===== src/rtl/program_loader_pkg.sv =====
// Shared constants, state encoding and the length-legality helper
// for the instruction-memory program loader.
package program_loader_pkg;

   localparam int DEPTH   = 16;
   localparam int AW      = 4;
   localparam int DW      = 8;
   localparam int LEN_MAX = 16;
   localparam int LEN_W   = 5;
   localparam int CSUM_W  = 8;

   typedef logic [2:0] state_t;

   localparam state_t ST_CLEAR = 3'd0;
   localparam state_t ST_IDLE  = 3'd1;
   localparam state_t ST_LEN   = 3'd2;
   localparam state_t ST_DATA  = 3'd3;
   localparam state_t ST_SUM   = 3'd4;
   localparam state_t ST_DONE  = 3'd5;
   localparam state_t ST_ERR   = 3'd6;

   // A length byte is usable only if it names 1..LEN_MAX instructions.
   function automatic logic len_ok(input logic [DW-1:0] b);
      return (b != '0) && (b <= DW'(LEN_MAX));
   endfunction

endpackage


===== src/rtl/program_loader_if.sv =====
// Valid/ready byte stream feeding the loader; the producer is the master.
interface program_loader_if;
   import program_loader_pkg::*;

   logic          in_valid;
   logic [DW-1:0] in_data;
   logic          in_ready;

   modport master (output in_valid, output in_data, input  in_ready);
   modport slave  (input  in_valid, input  in_data, output in_ready);

endinterface


===== src/rtl/program_loader_ram.sv =====
// Instruction store: one synchronous write port, one combinational read port
// so the CPU can fetch asynchronously from its PC.
module prog_ram
   import program_loader_pkg::*;
(
   input  logic          clk,
   input  logic          we,
   input  logic [AW-1:0] waddr,
   input  logic [DW-1:0] wdata,
   input  logic [AW-1:0] raddr,
   output logic [DW-1:0] rdata
);

   logic [DW-1:0] mem [DEPTH];

   always_ff @(posedge clk) begin
      if (we) begin
         mem[waddr] <= wdata;
      end
   end

   assign rdata = mem[raddr];

endmodule


===== src/rtl/program_loader.sv =====
// Framed program loader: CLEAR wipes the store, then LEN/DATA/SUM accept a
// length, instruction bytes and a mod-256 checksum; the CPU is released only in DONE.
module program_loader
   import program_loader_pkg::*;
(
   input  logic              clk,
   input  logic              rst,
   input  logic              start,
   program_loader_if.slave   bus,
   input  logic [AW-1:0]     cpu_addr,
   output logic [DW-1:0]     cpu_inst,
   output logic              cpu_rst,
   output logic              busy,
   output logic              done,
   output logic              err
);

   state_t             state;
   logic               load_req;
   logic [LEN_W-1:0]   len;
   logic [AW:0]        wptr;
   logic [AW:0]        wptr_next;
   logic [CSUM_W-1:0]  sum;
   logic [AW-1:0]      clr_ptr;

   logic               in_stream;
   logic               xfer;
   logic               ram_we;
   logic [AW-1:0]      ram_waddr;
   logic [DW-1:0]      ram_wdata;

   // start wins over any handshake, so the stream is throttled in its cycle.
   assign in_stream   = (state == ST_LEN) || (state == ST_DATA) || (state == ST_SUM);
   assign bus.in_ready = in_stream && !start;
   assign xfer        = bus.in_valid && bus.in_ready;
   assign wptr_next   = wptr + 1'b1;

   assign cpu_rst = (state != ST_DONE);
   assign busy    = (state == ST_CLEAR) || in_stream;
   assign done    = (state == ST_DONE);
   assign err     = (state == ST_ERR);

   always_ff @(posedge clk) begin
      if (rst) begin
         state    <= ST_CLEAR;
         load_req <= 1'b0;
         clr_ptr  <= '0;
         sum      <= '0;
         wptr     <= '0;
         len      <= '0;
      end else if (start) begin
         state    <= ST_CLEAR;
         load_req <= 1'b1;
         clr_ptr  <= '0;
         sum      <= '0;
         wptr     <= '0;
      end else begin
         case (state)
            ST_CLEAR: begin
               clr_ptr <= clr_ptr + 1'b1;
               if (clr_ptr == AW'(DEPTH - 1)) begin
                  state    <= load_req ? ST_LEN : ST_IDLE;
                  load_req <= 1'b0;
               end
            end
            ST_LEN: begin
               if (xfer) begin
                  if (len_ok(bus.in_data)) begin
                     len   <= bus.in_data[LEN_W-1:0];
                     state <= ST_DATA;
                  end else begin
                     state <= ST_ERR;
                  end
               end
            end
            ST_DATA: begin
               if (xfer) begin
                  sum  <= sum + bus.in_data;
                  wptr <= wptr_next;
                  if (wptr_next == len) begin
                     state <= ST_SUM;
                  end
               end
            end
            ST_SUM: begin
               if (xfer) begin
                  state <= (bus.in_data == sum) ? ST_DONE : ST_ERR;
               end
            end
            ST_IDLE, ST_DONE, ST_ERR: begin
               state <= state;
            end
            default: begin
               state <= ST_CLEAR;
            end
         endcase
      end
   end

   // The single write port is shared: zero-fill while clearing, stream bytes in DATA.
   always_comb begin
      ram_we    = 1'b0;
      ram_waddr = wptr[AW-1:0];
      ram_wdata = bus.in_data;
      if (!rst && state == ST_CLEAR) begin
         ram_we    = 1'b1;
         ram_waddr = clr_ptr;
         ram_wdata = '0;
      end else if (!rst && state == ST_DATA && xfer) begin
         ram_we    = 1'b1;
      end
   end

   prog_ram u_ram (
      .clk   (clk),
      .we    (ram_we),
      .waddr (ram_waddr),
      .wdata (ram_wdata),
      .raddr (cpu_addr),
      .rdata (cpu_inst)
   );

endmodule

===== src/flat_wrapper.sv =====
// flat-port wrapper written by rule: the top's interface ports become plain ports
module program_loader_flat import program_loader_pkg::*;
  (clk, rst, start, cpu_addr, cpu_inst, cpu_rst, busy, done, err, bus_in_valid, bus_in_data, bus_in_ready);
  program_loader_if bus_i ();
  input  logic clk;
  input  logic rst;
  input  logic start;
  input  logic [AW-1:0] cpu_addr;
  output logic [DW-1:0] cpu_inst;
  output logic cpu_rst;
  output logic busy;
  output logic done;
  output logic err;
  input wire logic [$bits(bus_i.in_valid)-1:0] bus_in_valid;
  input wire logic [$bits(bus_i.in_data)-1:0] bus_in_data;
  output wire logic [$bits(bus_i.in_ready)-1:0] bus_in_ready;
  assign bus_i.in_valid = bus_in_valid;
  assign bus_i.in_data = bus_in_data;
  assign bus_in_ready = bus_i.in_ready;
  program_loader u_core (.clk(clk), .rst(rst), .start(start), .bus(bus_i), .cpu_addr(cpu_addr), .cpu_inst(cpu_inst), .cpu_rst(cpu_rst), .busy(busy), .done(done), .err(err));
endmodule

===== config.mk =====
export PLATFORM = sky130hd
export DESIGN_NAME = program_loader_flat
export DESIGN_NICKNAME = d
export VERILOG_FILES = /design/src/rtl/program_loader_pkg.sv /design/src/rtl/program_loader_if.sv /design/src/rtl/program_loader_ram.sv /design/src/rtl/program_loader.sv /design/src/flat_wrapper.sv
export SDC_FILE = /design/constraint.sdc
export NUM_CORES = 1
export LEC_CHECK = 0
export ABC_AREA = 1
export CAP_MARGIN = 20
export CORE_ASPECT_RATIO = 0.8
export CORE_MARGIN = 10
export CORE_UTILIZATION = 63
export CTS_CLUSTER_SIZE = 16
export DETAILED_ROUTE_END_ITERATION = 10
export PLACE_DENSITY_LB_ADDON = 0.2
export SKIP_CTS_REPAIR_TIMING = 1
export SLEW_MARGIN = 20
export SYNTH_ARGS = -nofsm -noshare
export SYNTH_HDL_FRONTEND = slang
export SYNTH_SLANG_ARGS = --single-unit

===== constraint.sdc =====
create_clock -name clk -period 5.2 [get_ports clk]
set_input_delay 1.56 -clock clk [delete_from_list [all_inputs] [get_ports clk]]
set_output_delay 1.56 -clock clk [all_outputs]
set_load 0.02 [all_outputs]

==> impl.org, run 1 <==
** Die
- From bottom edge to top edge, the die measures 114 um.
- During I/O placement, the number of pins put on the boundary was 29.
- The initialized floorplan defines 34 standard-cell rows.
- Die area :: 15700 um^2
- The initial utilization of the core area, before any placement, comes to 0.641.
- In this run the horizontal extent of the chip is approximately 140 um.
- CORE AREA :: about 11000 um^2

** Detailed routing
- Per-cell via count in the routed design :: 5.94
- Met3 WL :: around 1600 um
- Summed over all nets, wire length on met2 after detailed routing comes to approximately 7400 um.
- For this block, the routed nets add up to 16100 um of wire.
- Number of nets with antenna violations after detailed routing :: 0
- Detailed Route Iter0 Violations :: approximately 630
- Count of unresolved DRC violations after routing :: 0
- Via count of the routed design :: between 4000 and 5000
- DRT met1 WL :: around 6700 um
- For this run, the detailed router's first-pass iteration total came to 5.
- Dividing the detail-routed wire length by the instance count gives between 15 and 20 um.
- Highest metal used :: met4

** Timing
- Measured against its own limit, the worst slew margin works out to 0.379.
- Setup slack on the critical path of the routed design comes to 243 ps.
- Derived from the worst setup path, the maximum achievable clock frequency is just over 200 MHz.
- Setup repair after global routing missed its margin :: false
- Hold violation total from the final report :: 0
- Setup violations remaining at the end of the flow were counted as 0.
- The number of pins with negative max-slew slack in the final report is 0.
- Hold is met by about 470 ps.
- Worst slew pin tran :: 928 ps
- Final worst path period share :: 0.953
- The clock arrives with about 7.9 ps of skew.
- Post-route minimum period :: slightly below 5000 ps

** Synthesis
- Of the synthesized area, sequential elements account for 0.627.
- Synth Flop Type :: edfxtp_1
- Gate Count Post-Synth :: 638
- Yosys printed 0 warnings.
- Number of distinct library cell variants in the gate-level netlist after synthesis :: 36
- Mean post-synth cell area :: between 10 and 15 um^2
- Netlist area before placement :: slightly below 7000 um^2
- Counting flops with a built-in enable in the synthesized netlist gives approximately 130.
- Counting flops with an async set or reset pin after synthesis yields a share of 0.
- Counting flops and latches in the post-synthesis netlist gives around 150.
- Synthesized netlist net count :: around 660

** GRT
- Via count of the first global-routing pass :: 4706
- Wire length of the first global-routing pass :: approximately 25000 um
- The number of antenna violations at the first check in global routing came to 0.
- Remaining Overflow, GRT :: 0
- Maximum number of pins on one net before global-route repair :: between 40 and 50
- Across every metal layer, demand over resource in global routing totals 0.212.

** Setup path
- The worst setup path is of the input pin to primary output kind.
- Data on the critical path arrives at its endpoint at around 3400 ps.
- Startpoint type of the worst setup path :: input pin
- Setup slack, reg-to-reg :: around 2600 ps
- Worst reg2reg endpoint :: u_core.u_ram.mem[12][3]
- STA puts the critical path data required time at roughly 3600 ps.
- STA classifies the critical path endpoint as a primary output.
- Startpoint of the worst-slack reg-to-reg timing path :: u_core.state[0]
- Critical Path Fanout Max :: 11
- The number of cells on the worst reg-to-reg path is 9.

** Clock network
- Maximum buffer depth of the clock tree :: 2
- Counting the buffers created by CTS gives 17.
- Maximum level of the CTS H-tree :: 4
- Root buffer cell :: clkbuf_16
- Clock transition at path regs :: 60 ps
- Clock latency on the worst-skew pair, taken at its later pin, is between 400 and 500 ps.
- CTS saw ~150 sinks.
- TritonCTS built the clock tree.

** Final layout
- Growth of design area from synthesis to finish :: 14.9%
- Fraction of final layout cells sized beyond drive strength 1 :: 0.0878
- Number of nets in the layout :: about 700
- For this run, the share of the core covered by cells in the final layout is 0.737.
- Antenna cells :: 0
- Area of combinational cells with multiple inputs :: 2130 um^2
- Sequential standard cell area :: 4360 um^2
- Number of inserted filler cells in the final layout :: 746
- Post-layout instance count excluding filler cells :: 827

** Placement
- Routability-driven placement congestion ratio :: 0.941
- After legalization and detailed placement, the total HPWL measured around 11000 um.
- OpenSTA, run right after detailed placement, puts the worst setup slack at ~51 ps.
- Counting tap cells, the placed design contains a total of just under 800 instances.
- In this run the tool buffered the top-level ports with 28 buffer cells.

** Hold path
- The path with the worst hold slack has its endpoint at u_core.wptr[4].
- Worst hold path stage count :: 2
- Classification of the worst-slack hold path :: flop to flop
- Hold_sp :: u_core.wptr[4]

** Power and ir drop
- Maximum VDD drop :: between 0.2 and 0.25 mV
- The design draws 2.77 mW.
- In this run the power density over the cells is 347 nW/um^2.
- Reported leakage power :: ~3.2 nW

** Status
- The flow ran to the end, and the final reports show no timing, DRC or antenna violations.

** Flow run
- Max-capacitance violation count :: 0
==> kinds of logic (layout without fill, tap and decap cells) <==
| logic type | count (synthesis) | count (layout) | synth area share |
|---|---|---|---|
| simple gates | 168 | 168 | 0.108 |
| buf+inv | 113 | 158 | 0.0660 |
| fa+ha+maj | 10 | 10 | 0.0191 |
| xor+xnor | 4 | 4 | 0.00504 |
| mux | 32 | 32 | 0.0460 |
| compound gates | 157 | 157 | 0.129 |
| flops | 154 | 154 | 0.627 |
==> flip-flops by register name (all words and copies together), names as in the netlist <==
register          count
u_core.state          3
u_core.len            5
u_core.sum            8
u_core.clr_ptr        4
u_core.load_req       1
u_core.wptr           5
u_core.u_ram.mem    128
==> critical path, stage by stage <==
cell	delay, ps
clkdlybuf4s50_1	570
inv_1	230
o211ai_1	180
nand3_1	150
nand2_1	100
clkdlybuf4s50_1	600
==> where the power goes <==
group | internal, mW | switching, mW
Clock | 0.715 | 0.514
Sequential | 1.35 | 0.00416
Combinational | 0.0644 | 0.125
==> worst max path at each step <==
stage,start,endpoint,slack (ps),depth (start not counted)
global placement,cpu_addr[1],cpu_inst[6],150,8
global route,cpu_addr[0],cpu_inst[2],150,7
CTS,cpu_addr[1],cpu_inst[1],-2,8
finish,cpu_addr[2],cpu_inst[5],240,6
floorplan,cpu_addr[0],cpu_inst[4],1010,7
detailed placement,cpu_addr[1],cpu_inst[6],50,7
==> through the flow <==
| step | instance area (um^2) | TNS [ps] |
|---|---|---|
| after detailed placement | 7390 | 0 |
| after floorplan | 6960 | 0 |
| after global placement | 7390 | 0 |
| after CTS | 7980 | -2.47 |
| final | 7990 | 0 |
| after global routing | 7990 | 0 |
==> synth_stat cells, types with 4 or more instances <==
| master | number | area, um^2 |
|---|---|---|
| buf_2 | 7 | 35.0 |
| clkbuf_1 | 14 | 52.6 |
| nand3_1 | 29 | 145 |
| a21oi_1 | 58 | 290 |
| nand4_1 | 4 | 25.0 |
| ha_1 | 9 | 113 |
| edfxtp_1 | 128 | 3840 |
| nor2_1 | 41 | 154 |
| inv_1 | 83 | 312 |
| o21ai_0 | 59 | 295 |
| dfxtp_1 | 26 | 521 |
| o211ai_1 | 33 | 248 |
| mux2i_1 | 32 | 320 |
| nand2_1 | 79 | 297 |
==> final cells by class <==
type                       count  share of cell area
sequential                   154               0.546
multi-input combinational    371               0.267
clock buffer                  17              0.0532
timing repair buffer          39              0.0496
inverter                      87              0.0413
tap                          144              0.0225
clock inverter                15              0.0202
==> layout by cell type, fill, tap and decap left out, types with 2 or more instances in the layout <==
master / netlist / routed
a21oi_1: 58 / 58
buf_12: 0 / 2
buf_4: 0 / 9
bufinv_16: 0 / 2
clkbuf_16: 0 / 17
clkdlybuf4s50_1: 0 / 24
clkinv_1: 0 / 2
clkinv_2: 1 / 2
clkinv_4: 0 / 3
dfxtp_1: 26 / 26
dlymetal6s2s_1: 0 / 3
edfxtp_1: 128 / 128
ha_1: 9 / 9
inv_1: 83 / 82
inv_2: 2 / 3
inv_6: 0 / 5
mux2i_1: 32 / 32
nand2_1: 79 / 79
nand2_4: 3 / 3
nand3_1: 29 / 29
nand3_2: 3 / 3
nand4_1: 4 / 4
nor2_1: 41 / 41
nor3_1: 2 / 2
o211ai_1: 33 / 33
o21a_1: 2 / 2
o21ai_0: 59 / 59
o21ai_2: 3 / 3
xnor2_1: 2 / 2
xor2_1: 2 / 2
==> per-layer routing <==
metal,vias to the layer above,GRT usage
met3,36,0.0628
met4,0,0.0785
met5,-,0
met1,2313,0.284
li1,2302,-
met2,263,0.320
(Power assumes the default switching activity.)
==> run 2: changes to the inputs <==
==> constraint.sdc (replaced) <==
create_clock -name clk -period 5.2 [get_ports clk]
set_input_delay 0.78 -clock clk [delete_from_list [all_inputs] [get_ports clk]]
set_output_delay 0.78 -clock clk [all_outputs]
set_load 0.02 [all_outputs]
==> impl.org, run 2 (synthesis gave the netlist of run 1 again) <==
** Die
- Die Y-Extent :: 114 um (unchanged)
- The site row count was 34 (unchanged).
- Horizontal die dimension :: 137 um (unchanged)
- The area enclosed by the die boundary was 15700 um^2 (unchanged).
- The area of the core came to 10800 um^2 (unchanged).
- The number of top-level pins was 29 (unchanged).
- The initial cell density of the core was 0.641 (unchanged).

** Final layout
- The final core utilization was 0.730 (was 0.737).
- The area added between synthesis and finish was 13.8% (was 14.9%).
- Max FFs per register :: 128 (unchanged)
- The fraction of layout instances using a drive strength above 1 came to 0.0770 (was 0.0878).
- Number of inserted filler cells in the final layout :: 744 (was 746)
- The count of nets after finishing came to 689 (was 696).
- Leading cell types in the layout, fill and taps excluded :: edfxtp_1 (128), inv_1 (83), nand2_1 (79) (was edfxtp_1 (128), inv_1 (82), nand2_1 (79))
- Largest registers ranked by flip-flop count :: u_core.u_ram.mem x128, u_core.sum x8 (unchanged)
- The commonest non-fill, non-tap cell in the layout is edfxtp_1 (unchanged).
- Antenna cells :: 0 (unchanged)
- Register name with the most flops :: u_core.u_ram.mem (unchanged)

** Power and ir drop
- Maximum VDD drop :: 0.387 mV (was 0.230 mV)
- Reported leakage power :: 3.09 nW (was 3.17 nW)
- The power density normalized to cell area came to 352 nW/um^2 (was 347 nW/um^2).
- The final total power came to 2.79 mW (was 2.77 mW).

** Setup path
- Worst reg2reg endpoint :: u_core.u_ram.mem[13][1] (was u_core.u_ram.mem[12][3])
- Startpoint of the most critical setup path :: cpu_addr[1] (was cpu_addr[2])
- The flop-to-flop setup slack was 2560 ps (was 2590 ps).
- The depth of the worst register-to-register path came to 9 (unchanged).
- Type of the setup path with the least slack :: input pin to primary output (unchanged)
- The critical-path maximum fanout was 32 (was 11).
- Sort of element at the end of the critical path :: primary output (unchanged)
- Endpoint arrival time on the critical path :: 3480 ps (was 3400 ps)
- The destination of the critical timing path is cpu_inst[2] (was cpu_inst[5]).
- The required arrival time at the worst endpoint came to 4420 ps (was 3640 ps).
- Startpoint type of the worst setup path :: input pin (unchanged)
- The launch instance of the worst register-to-register path is u_core.state[0] (unchanged).

** Clock network
- TritonCTS clock tree :: built (unchanged)
- The count of clock tree sinks is 154 (unchanged).
- The clock root buffer is clkbuf_16 (unchanged).
- The clock network latency to the later pin of the worst-skew pair was 420 ps (about the same).
- The maximum count of clock buffers along a single path is 2 (unchanged).
- Maximum level of the CTS H-tree :: 4 (unchanged)
- Clock transition at path regs :: 60 ps (about the same)
- CTS Buf Count :: 17 (unchanged)

** GRT
- Global routing met1 resource utilization :: 0.290 (was 0.284)
- Remaining Overflow, GRT :: 0 (unchanged)
- GRT Resource Usage Total :: 0.209 (was 0.212)
- Routing usage on met2 :: 0.323 (was 0.320)
- The number of global-route vias before repair was 4659 (was 4706).
- The number of antenna violations at the first check in global routing was 0 (unchanged).
- The pin count of the biggest net entering global routing came to 68 (was 44).
- The global-route wire length before repair came to 25000 um (was 25200 um).
- Met3 track demand over resource :: 0.0532 (was 0.0628)
- Most used routing layer :: met2 (unchanged)

** Timing
- Setup repair after global routing missed its margin :: false (unchanged)
- Final worst path period share :: 0.818 (was 0.953)
- The clock period minus worst slack was 4260 ps (was 4960 ps).
- The number of endpoints with negative hold slack in the final report is 0 (unchanged).
- Number of setup violations in the final report :: 0 (unchanged)
- The sum of negative setup slack was 0 ps (unchanged).
- Final-report max-slew violation count :: 0 (unchanged)
- The worst-case headroom to the max-slew limit is 0.377 (was 0.379).
- Highest achievable clock rate :: 235 MHz (was 202 MHz)
- The setup slack after layout was 944 ps (was 243 ps).
- Maximum clock skew at final layout :: 7.42 ps (was 7.85 ps)
- The worst-margin pin slew is 931 ps (was 928 ps).

** Hold path
- Hold_sp :: u_core.wptr[4] (unchanged)
- The worst min-delay path category is flop to flop (unchanged).

** Status
- Outcome: complete, no violations (unchanged).

** Detailed routing
- Average routed wire per standard cell :: 19.2 um (was 19.5 um)
- The violation count after the first detailed-routing iteration came to 521 (was 627).
- Per-cell via count in the routed design :: 5.85 (was 5.94)
- The total iterations of the first detailed-routing run was 6 (was 5).
- Total length of routed wires :: 15700 um (was 16100 um)
- The remaining number of nets flagged by the antenna check after routing is 0 (unchanged).
- The count of unresolved DRC violations after routing is 0 (unchanged).
- Via count of the routed design :: 4789 (was 4914)

** Placement
- Port Buffers :: 28 (unchanged)
- The worst slack at placement came to 961 ps (was 51.2 ps).
- The global placement routability congestion was 0.900 (was 0.941).
- Half-perimeter wire length of the detailed placement result :: 10700 um (was 10800 um)

** Flow run
- Max-capacitance violation count :: 0 (unchanged)
run 2: routing by layer:
| metal | share of wire | vias to the layer above | wire (um) |
|---|---|---|---|
| li1 | - | 2292 | - |
| met1 | 0.45 | 2278 | 7050 |
| met2 | 0.46 | 199 | 7310 |
| met3 | 0.075 | 20 | 1180 |
| met4 | 0.012 | 0 | 183 |
| met5 | 0 | - | 0 |
run 2: how the worst min path moves through the flow:
stage,endpoint,cells after the start
finish,u_core.wptr[4],2
global route,u_core.len[1],2
CTS,u_core.len[1],2
detailed placement,u_core.wptr[4],2
global placement,u_core.len[0],2
floorplan,u_core.wptr[4],2
run 2: worst max-delay path, stage by stage:
cell	delay, ps
clkdlybuf4s50_1	890
inv_1	600
o211ai_1	380
o211ai_1	130
nand2_1	90
clkdlybuf4s50_1	600
run 2: final cells by class:
type / instances / area, um^2 / area share
sequential: 154 / 4360 / 0.551
inverter: 87 / 330 / 0.0417
clock inverter: 13 / 169 / 0.0213
tap: 144 / 180 / 0.0228
clock buffer: 18 / 429 / 0.0542
timing repair buffer: 32 / 308 / 0.0389
multi-input combinational: 371 / 2130 / 0.270
run 2: report_power, final:
part | switching, mW | internal, mW
registers | 0.00397 | 1.35
clock network | 0.495 | 0.757
logic | 0.120 | 0.0592
run 2: per-stage QoR:
stage          cell area (um^2)  hold WS [ps]  std cells
6_report                   7920           474        819
4_1_cts                    7920           477        819
2_1_floorplan              6960           440        638
3_5_place_dp               7320           467        788
3_3_place_gp               7320           456        788
5_1_grt                    7920           487        819
==> run 3: changes to the inputs <==
--- a/config.mk
+++ b/config.mk
@@ -9,7 +9,7 @@
 export CAP_MARGIN = 20
 export CORE_ASPECT_RATIO = 0.8
 export CORE_MARGIN = 10
-export CORE_UTILIZATION = 63
+export CORE_UTILIZATION = 55
 export CTS_CLUSTER_SIZE = 16
 export DETAILED_ROUTE_END_ITERATION = 10
 export PLACE_DENSITY_LB_ADDON = 0.2
==> constraint.sdc (replaced) <==
create_clock -name clk -period 3.7 [get_ports clk]
set_input_delay 0.555 -clock clk [delete_from_list [all_inputs] [get_ports clk]]
set_output_delay 0.555 -clock clk [all_outputs]
set_load 0.02 [all_outputs]
==> impl.org, run 3 (synthesis gave the netlist of run 1 again) <==
** Status
- Outcome :: complete, no violations (unchanged)

** Timing
- The number of pins with negative max-slew slack in the final report is 0 (unchanged).
- The worst-case clock skew was 10.4 ps (was 7.42 ps).
- The setup slack after layout is 502 ps (was 944 ps).
- The sum of negative setup slack came to 0 ps (unchanged).
- The worst-case headroom to the max-slew limit is 0.483 (was 0.377).
- Setup repair after global routing missed its margin :: false (unchanged)
- Worst slew pin tran :: 773 ps (was 931 ps)
- Dividing the final minimum period by the clock period gives 0.864.
- The number of setup violations in the final report was 0 (unchanged).
- Hold violation total from the final report :: 0 (unchanged)
- For the finished layout, the period the worst path requires is 3200 ps.
- Derived from the worst setup path, the maximum achievable clock frequency is roughly 310 MHz.

** Setup path
- End point of the critical path :: cpu_inst[0] (was cpu_inst[2])
- Cell chain of the critical path: buf_4, buf_4, a21oi_1, o21ai_0, o21ai_0, o211ai_1, nand2_1, clkdlybuf4s50_1 (was clkdlybuf4s50_1, inv_1, o211ai_1, o211ai_1, nand2_1, clkdlybuf4s50_1).
- The critical-path maximum fanout is 40 (was 32).
- Setup slack, reg-to-reg :: 1200 ps (was 2560 ps)
- Type of the setup path with the least slack :: input pin to primary output (unchanged)
- The worst stage delay on the critical path was 550 ps (was 890 ps).
- Endpoint arrival time on the critical path :: 2640 ps (was 3480 ps)
- The required arrival time at the worst endpoint is 3140 ps (was 4420 ps).
- Startpoint type of the worst setup path :: input pin (unchanged)
- Worst reg2reg endpoint :: u_core.u_ram.mem[3][7] (was u_core.u_ram.mem[13][1])
- Startpoint of the worst-slack reg-to-reg timing path :: u_core.state[0] (unchanged)
- Worst r2r path cells :: 9 (unchanged)
- Startpoint of the most critical setup path :: cpu_addr[0] (was cpu_addr[1])
- The cell with the largest stage delay on the worst path was clkdlybuf4s50_1 (unchanged).
- Sort of element at the end of the critical path :: primary output (unchanged)

** GRT
- Wire length of the first global-routing pass :: 25400 um (was 25000 um)
- The remaining global-route overflow is 0 (unchanged).
- GRT Resource Usage Total :: 0.185 (was 0.209)
- Maximum number of pins on one net before global-route repair :: 41 (was 68)
- The number of global-route vias before repair was 4726 (was 4659).
- The number of antenna violations at the first check in global routing was 0 (unchanged).

** Die
- Die area :: 17600 um^2 (was 15700 um^2)
- The overall die width is 146 um (was 137 um).
- I/O pin cnt :: 29 (unchanged)
- CORE AREA :: 12300 um^2 (was 10800 um^2)
- The site row count came to 36 (was 34).
- Starting Density :: 0.566 (was 0.641)
- The vertical die dimension is 121 um (was 114 um).

** Clock network
- The depth of the CTS H-tree came to 4 (unchanged).
- Clock transition at path regs :: 70 ps (was 60 ps)
- The TritonCTS buffer count is 17 (unchanged).
- The clock root buffer was clkbuf_16 (unchanged).
- Clock latency on the worst-skew pair :: 430 ps (was 420 ps)
- The maximum count of clock buffers along a single path was 2 (unchanged).
- The count of clock tree sinks is 154 (unchanged).
- The TritonCTS clock tree is built (unchanged).

** Hold path
- The worst min-delay path category is flop to flop (unchanged).

** Power and ir drop
- Sequential fraction of design power :: 0.482 (was 0.486)
- Maximum VDD drop :: 0.454 mV (was 0.387 mV)
- The net switching power of the design is 0.941 mW (was 0.620 mW).
- Share of total power in the clock network :: 0.451 (was 0.449)
- Reported leakage power :: 3.18 nW (was 3.09 nW)
- Total power divided by cell area :: 490 nW/um^2 (was 352 nW/um^2)
- Combinational share of power :: 0.067 (was 0.064)
- Cell-internal power :: 3.01 mW (was 2.17 mW)
- Sw Ratio :: 0.238 (was 0.222)

** Final layout
- Number of nets in the layout :: 702 (was 689)
- Fraction of final layout cells sized beyond drive strength 1 :: 0.0972 (was 0.0770)
- Largest registers ranked by flip-flop count :: u_core.u_ram.mem x128, u_core.sum x8 (unchanged)
- Post-layout instance count excluding filler cells :: 860 (was 819)
- The commonest non-fill, non-tap cell in the layout was edfxtp_1 (unchanged).
- Register name with the most flops :: u_core.u_ram.mem (unchanged)
- The area added between synthesis and finish was 15.9% (was 13.8%).
- Antenna cells :: 0 (unchanged)
- Leading cell types in the layout, fill and taps excluded :: edfxtp_1 (128), inv_1 (83), nand2_1 (79) (unchanged)
- Max FFs per register :: 128 (unchanged)

** Detailed routing
- The detailed-route vias per instance is 5.68 (was 5.85).
- Detailed Routing Iterations Pass 1 :: 7 (was 6)
- The count of unresolved DRC violations after routing was 0 (unchanged).
- The violation count after the first detailed-routing iteration was 501 (was 521).
- Number of nets with antenna violations after detailed routing :: 0 (unchanged)
- The overall routed net length came to 16200 um (was 15700 um).
- The routed wirelength normalized by instance count came to 18.8 um (was 19.2 um).
- The routed via count was 4881 (was 4789).

** Placement
- DP Worst Slack :: 530 ps (was 961 ps)
- Number of instances in the placed design :: 828 (was 788)
- The global placement routability congestion is 0.877 (was 0.900).
- The number of buffers added on ports was 28 (unchanged).
- Half-perimeter wire length of the detailed placement result :: 10700 um (about the same)

** Flow run
- The max-cap check violation count is 0 (unchanged).
run 3: worst max-delay path, delay by kind of cell:
| family | cells | cell delay, ps |
|---|---|---|
| compound gates | 4 | 620 |
| buf+inv | 3 | 1390 |
| simple gates | 1 | 70 |
run 3: final cells by class:
type	instances	area, um^2
sequential	154	4360
fill	916	4230
multi-input combinational	371	2130
clock buffer	17	425
timing repair buffer	45	418
inverter	87	330
tap	171	214
clock inverter	15	180
run 3: power by group through the flow:
stage / Clock (mW) / Sequential, mW / Combinational, mW
floorplan: 0 / 1.94 / 0.157
finish: 1.78 / 1.91 / 0.266
detailed placement: 0 / 1.94 / 0.263
global placement: 0 / 1.94 / 0.255
global route: 1.88 / 1.91 / 0.288
CTS: 1.80 / 1.91 / 0.265
run 3: per-stage QoR:
step	area, um^2	hold slack (ps)	utilization	power, mW
after floorplan	6960	440	-	2.10
after global placement	7460	455	0.607	2.20
after detailed placement	7460	467	0.607	2.21
after CTS	8070	478	0.656	3.97
after global routing	8070	496	0.656	4.08
final	8070	477	0.656	3.96
run 3: routing by layer:
metal / vias to the layer above / global-route usage / part of all wire
met1: 2319 / 0.255 / 0.45
met3: 22 / 0.0544 / 0.086
li1: 2319 / - / -
met2: 221 / 0.278 / 0.45
met4: 0 / 0.0567 / 0.013
met5: - / 0 / 0
run 3: worst min-delay path by stage:
stage / from / endpoint / slack (ps) / depth (start not counted)
floorplan: u_core.wptr[4] / u_core.wptr[4] / 440 / 2
global route: u_core.len[1] / u_core.len[1] / 500 / 2
CTS: u_core.sum[0] / u_core.sum[0] / 480 / 2
detailed placement: u_core.sum[0] / u_core.sum[0] / 470 / 2
finish: u_core.sum[0] / u_core.sum[0] / 480 / 2
global placement: u_core.wptr[4] / u_core.wptr[4] / 460 / 2
